--- config.mk ---
export PLATFORM = sky130hd
export DESIGN_NAME = pc_sequencer
export DESIGN_NICKNAME = d
export VERILOG_FILES = /design/src/rtl/pc_sequencer.sv
export SDC_FILE = /design/constraint.sdc
export NUM_CORES = 1
export LEC_CHECK = 0
export CAP_MARGIN = 25
export CORE_MARGIN = 10
export CORE_UTILIZATION = 37
export DETAILED_ROUTE_END_ITERATION = 8
export PLACE_DENSITY = 0.83
export SLEW_MARGIN = 15
export SYNTH_ARGS = -nofsm -noshare
export SYNTH_HDL_FRONTEND = slang
export SYNTH_SLANG_ARGS = --single-unit
--- constraint.sdc ---
create_clock -name clk -period 2.7 [get_ports clk]
set_input_delay 0.675 -clock clk [delete_from_list [all_inputs] [get_ports clk]]
set_output_delay 0.675 -clock clk [all_outputs]
set_load 0.01 [all_outputs]
--- src/rtl/pc_sequencer.sv ---
// Multi-cycle PC sequencer for the sequential Y86-64 core: owns the PC, walks the stages, handshakes data memory.
// Optional SINGLE_STEP_EN adds a step input and parks in IDLE after every committed instruction.
module pc_sequencer #(
  parameter int                ADDR_W      = 64,
  parameter logic [ADDR_W-1:0] RESET_PC    = '0,
  parameter int                MEM_TIMEOUT = 15
) (
  input  logic              clk,
  input  logic              rst_n,
  input  logic              start,
`ifdef SINGLE_STEP_EN
  input  logic              step,
`endif
  input  logic [3:0]        icode,
  input  logic              cnd,
  input  logic [ADDR_W-1:0] valC,
  input  logic [ADDR_W-1:0] valP,
  input  logic [ADDR_W-1:0] valM,
  input  logic              instr_valid,
  input  logic              imem_error,
  input  logic              dmem_error,
  input  logic              mem_ack,
  output logic              mem_req,
  output logic [ADDR_W-1:0] pc,
  output logic [2:0]        stage,
  output logic [2:0]        stat,
  output logic              retire
);

  typedef enum logic [2:0] {
    S_IDLE, S_FETCH, S_DECODE, S_EXECUTE, S_MEMORY, S_WRITEBACK, S_PCUPD, S_HALT
  } state_t;

  localparam logic [2:0] AOK = 3'd1, HLT = 3'd2, ADR = 3'd3, INS = 3'd4;
  localparam logic [7:0] TMO_LAST = 8'(MEM_TIMEOUT - 1);

  state_t            state, state_nx;
  logic [ADDR_W-1:0] pc_nx;
  logic [2:0]        stat_nx;
  logic              req_nx;
  logic [7:0]        cnt, cnt_nx;
  logic              mem_op, resume, to_fetch_after_pcupd;

  assign mem_op = icode inside {4'h4, 4'h5, 4'h8, 4'h9, 4'hA, 4'hB};
`ifdef SINGLE_STEP_EN
  assign resume               = start | step;
  assign to_fetch_after_pcupd = 1'b0;
`else
  assign resume               = start;
  assign to_fetch_after_pcupd = 1'b1;
`endif

  assign stage = state;

  always_ff @(posedge clk) begin
    if (!rst_n) begin
      state   <= S_IDLE;
      pc      <= RESET_PC;
      stat    <= AOK;
      mem_req <= 1'b0;
      cnt     <= '0;
    end else begin
      state   <= state_nx;
      pc      <= pc_nx;
      stat    <= stat_nx;
      mem_req <= req_nx;
      cnt     <= cnt_nx;
    end
  end

  always_comb begin
    state_nx = state;
    pc_nx    = pc;
    stat_nx  = stat;
    req_nx   = mem_req;
    cnt_nx   = cnt;
    retire   = 1'b0;
    case (state)
      S_IDLE:    if (resume) state_nx = S_FETCH;
      S_FETCH: begin
        if (imem_error) begin
          stat_nx = ADR; state_nx = S_HALT;
        end else if (!instr_valid) begin
          stat_nx = INS; state_nx = S_HALT;
        end else if (icode == 4'h0) begin
          stat_nx = HLT; state_nx = S_HALT;
        end else begin
          state_nx = S_DECODE;
        end
      end
      S_DECODE:  state_nx = S_EXECUTE;
      S_EXECUTE: begin
        state_nx = S_MEMORY;
        cnt_nx   = '0;
        req_nx   = 1'b0;
      end
      S_MEMORY: begin
        // First MEMORY cycle only raises the request; ack/timeout are judged while it is high
        if (!mem_op) begin
          state_nx = S_WRITEBACK;
        end else if (!mem_req) begin
          req_nx = 1'b1;
        end else if (mem_ack) begin
          req_nx = 1'b0;
          if (dmem_error) begin
            stat_nx = ADR; state_nx = S_HALT;
          end else begin
            state_nx = S_WRITEBACK;
          end
        end else begin
          cnt_nx = cnt + 8'd1;
          if (cnt == TMO_LAST) begin
            req_nx   = 1'b0;
            stat_nx  = ADR;
            state_nx = S_HALT;
          end
        end
      end
      S_WRITEBACK: state_nx = S_PCUPD;
      S_PCUPD: begin
        retire = 1'b1;
        case (icode)
          4'h7:    pc_nx = cnd ? valC : valP;
          4'h8:    pc_nx = valC;
          4'h9:    pc_nx = valM;
          default: pc_nx = valP;
        endcase
        state_nx = to_fetch_after_pcupd ? S_FETCH : S_IDLE;
      end
      S_HALT:  state_nx = S_HALT;
      default: state_nx = S_HALT;
    endcase
  end

endmodule

==> out/metrics.cfg <==
[timing]
fin_worst_skew_ps=7.67
hold_ws_ps=530
drv_slew=0
period_minus_slack_ps=2560
slew_headroom=0.520
finalSetupTns_ps=0
rsz0062_at_grt=false
fin_crit_sh=0.948
fmaxAchievable_mhz=391
worst_pin_slew_ps=720
report.final.hold_viol_count=0
setup_viol=0

[grt]
grt_pass1_vias=5013
track_usage=0.229
grt_pass1_wl_um=26900
grt_antenna_before_repair=0
grt-ovfl-total=0
grt_max_degree=65

[cts]
cts.repair.resized=0
clock_path_buffers=2
cts_hold_buf=0
post_cts_buffers=0
cts_sinks=79
cts_tree=yes
clock_latency_ps=350
htree_levels=3
numCtsBuffers=9
clk_root_buffer_cell=clkbuf_8
path_clk_slew_ps=80

[run]
max_cap_viol_count=0

[synth]
async_flop_share=0
synth_seq_cells=79
synth_edf_count=0
yosysWarnings=0
ys.flop_type=dfxtp_1
syn-cell-area_um2=3750
synth-simple-area-share=0.135
synth.largest_area_cell=dfxtp_1
synthXorXnorAreaFrac=0.0140
ys_top_cells_by_area=dfxtp_1 (42%), a221oi_1 (15%), a21oi_1 (10%), o21ai_0 (9.2%), nand2_1 (6.9%)
seq_area_frac_synth=0.421
synthAdderAreaFrac=0.00667
synth_top_family_by_area=compound AO/OA/AOI/OAI gates
synth_cell_types=39
syn_inst=466
avgSynthCellArea_um2=8.05
synth_mux_area_frac=0
syn-num-nets=672
synth_top_area_share=0.421
synth_compound_area_frac=0.375

[setup_path]
cpMaxStageDelayCell=clkdlybuf4s50_1
arrival_ps=1880
startpoint_type=flop
path_cells=nand2_1 > or2_2 > inv_1 > clkdlybuf4s50_1
worstSetupPathType=flop to primary output
slowest_delay_ps=570
crit_fanout=9
cp-end-kind=primary output
cp_top_family=buffers and inverters
cp.required_ps=2030
path_buf_inv=2

[power_and_ir_drop]
power_w=0.00295
power_density_nw_per_um2=430
p_leak_nw=2.38
vdd_ir_drop_max_mv=0.273

[layout]
fill_cells=802
drive_gt1_frac=0.0511
area_growth_syn_to_layout_pct=82.6
final_cell_mix=clkdlybuf4s50_1 (274), dfxtp_1 (79), a21oi_1 (75)
multi_input_area_um2=2010
final-seq-area_um2=1580
layout_commonest_cell=clkdlybuf4s50_1
final_nets=927
num_antenna_cells=0

[die]
die_width_um=121
io_pins=276
dieArea_um2=14600
initial_core_util=0.382
die_h_um=121
rows=36
core_um2=9820

[detailed_routing]
viasPerCell=5.76
vias=4934
drtAntennaViolNets=0
drc=0
routedWlPerCell_um=20.6
finalWirelength_um=17700
drtIter0Drc=291
first_pass_iters=5

[placement]
place.gp.congestion=0.816
hpwl_um=13400
io_buffers=275

[min_path]
hp-class=flop to flop

[status]
run_status=complete, no violations

==> state kept, by name, summed over array words and instances (netlist names) <==
register / flops
pc: 64
cnt: 8
stage: 3
stat: 3
mem_req: 1
==> logic make-up (layout without fill, tap and decap cells) <==
family          count (synthesis)  after routing
compound gates                221            221
simple gates                  110            110
flops                          79             79
buf+inv                        48            306
xor+xnor                        6              6
fa+ha+maj                       2              2
==> stage by stage <==
step                utilization  cells  area (µm²)  setup slack (ps)
floorplan                     -    466        3750               649
global placement          0.678    843        6660               104
detailed placement        0.678    843        6660              21.0
CTS                       0.698    857        6860               129
global route              0.698    857        6860              49.4
finish                    0.698    857        6860               140
==> metal layers <==
layer / vias up / routed length (µm) / GRT usage
li1: 2266 / - / -
met1: 2373 / 6670 / 0.243
met2: 266 / 8880 / 0.402
met3: 29 / 1760 / 0.0949
met4: 0 / 384 / 0.0724
met5: - / 0 / 0
==> area by class of cell <==
type,count,share of cell area
clock buffers,9,0.0181
clock inverters,5,0.0110
inverters,6,0.00329
multi-input cells,339,0.293
flip-flops and latches,79,0.231
well taps,133,0.0243
repair buffers,286,0.420
==> worst register-to-register path, stage by stage, from the launching register on <==
cell	delay, ps
dfxtp_1	490
nand2_1	110
or2_2	300
buf_4	320
a221oi_1	520
a21oi_1	140
==> cells in the mapped netlist, types with 2 or more instances <==
| cell type | number |
|---|---|
| dfxtp_1 | 79 |
| a21oi_1 | 75 |
| nand2_1 | 69 |
| o21ai_0 | 69 |
| a221oi_1 | 64 |
| clkbuf_1 | 41 |
| nor2_1 | 10 |
| nand3_1 | 7 |
| inv_1 | 6 |
| xnor2_1 | 6 |
| nand4_1 | 3 |
| nor3_1 | 3 |
| a31oi_1 | 2 |
| and3_1 | 2 |
| ha_1 | 2 |
| nand2b_1 | 2 |
| nor2b_1 | 2 |
| nor3b_1 | 2 |
| o21a_1 | 2 |
==> path summary, 6_finish.rpt <==
| path | start | endpoint | slack [ps] | depth (start not counted) |
|---|---|---|---|---|
| worst max-delay path | stage[2] | retire | 140 | 4 |
| worst min-delay path | cnt[3] | cnt[3] | 530 | 2 |
| worst max register to register | stage[2] | pc[2] | 690 | 5 |
| worst min register to register | cnt[3] | cnt[3] | 530 | 2 |
==> power breakdown <==
group	internal [W]	switching, W
Sequential	0.00123	0.0000506
Combinational	0.000444	0.000286
Clock	0.000506	0.000432
Power figures use the tool's default switching activity.
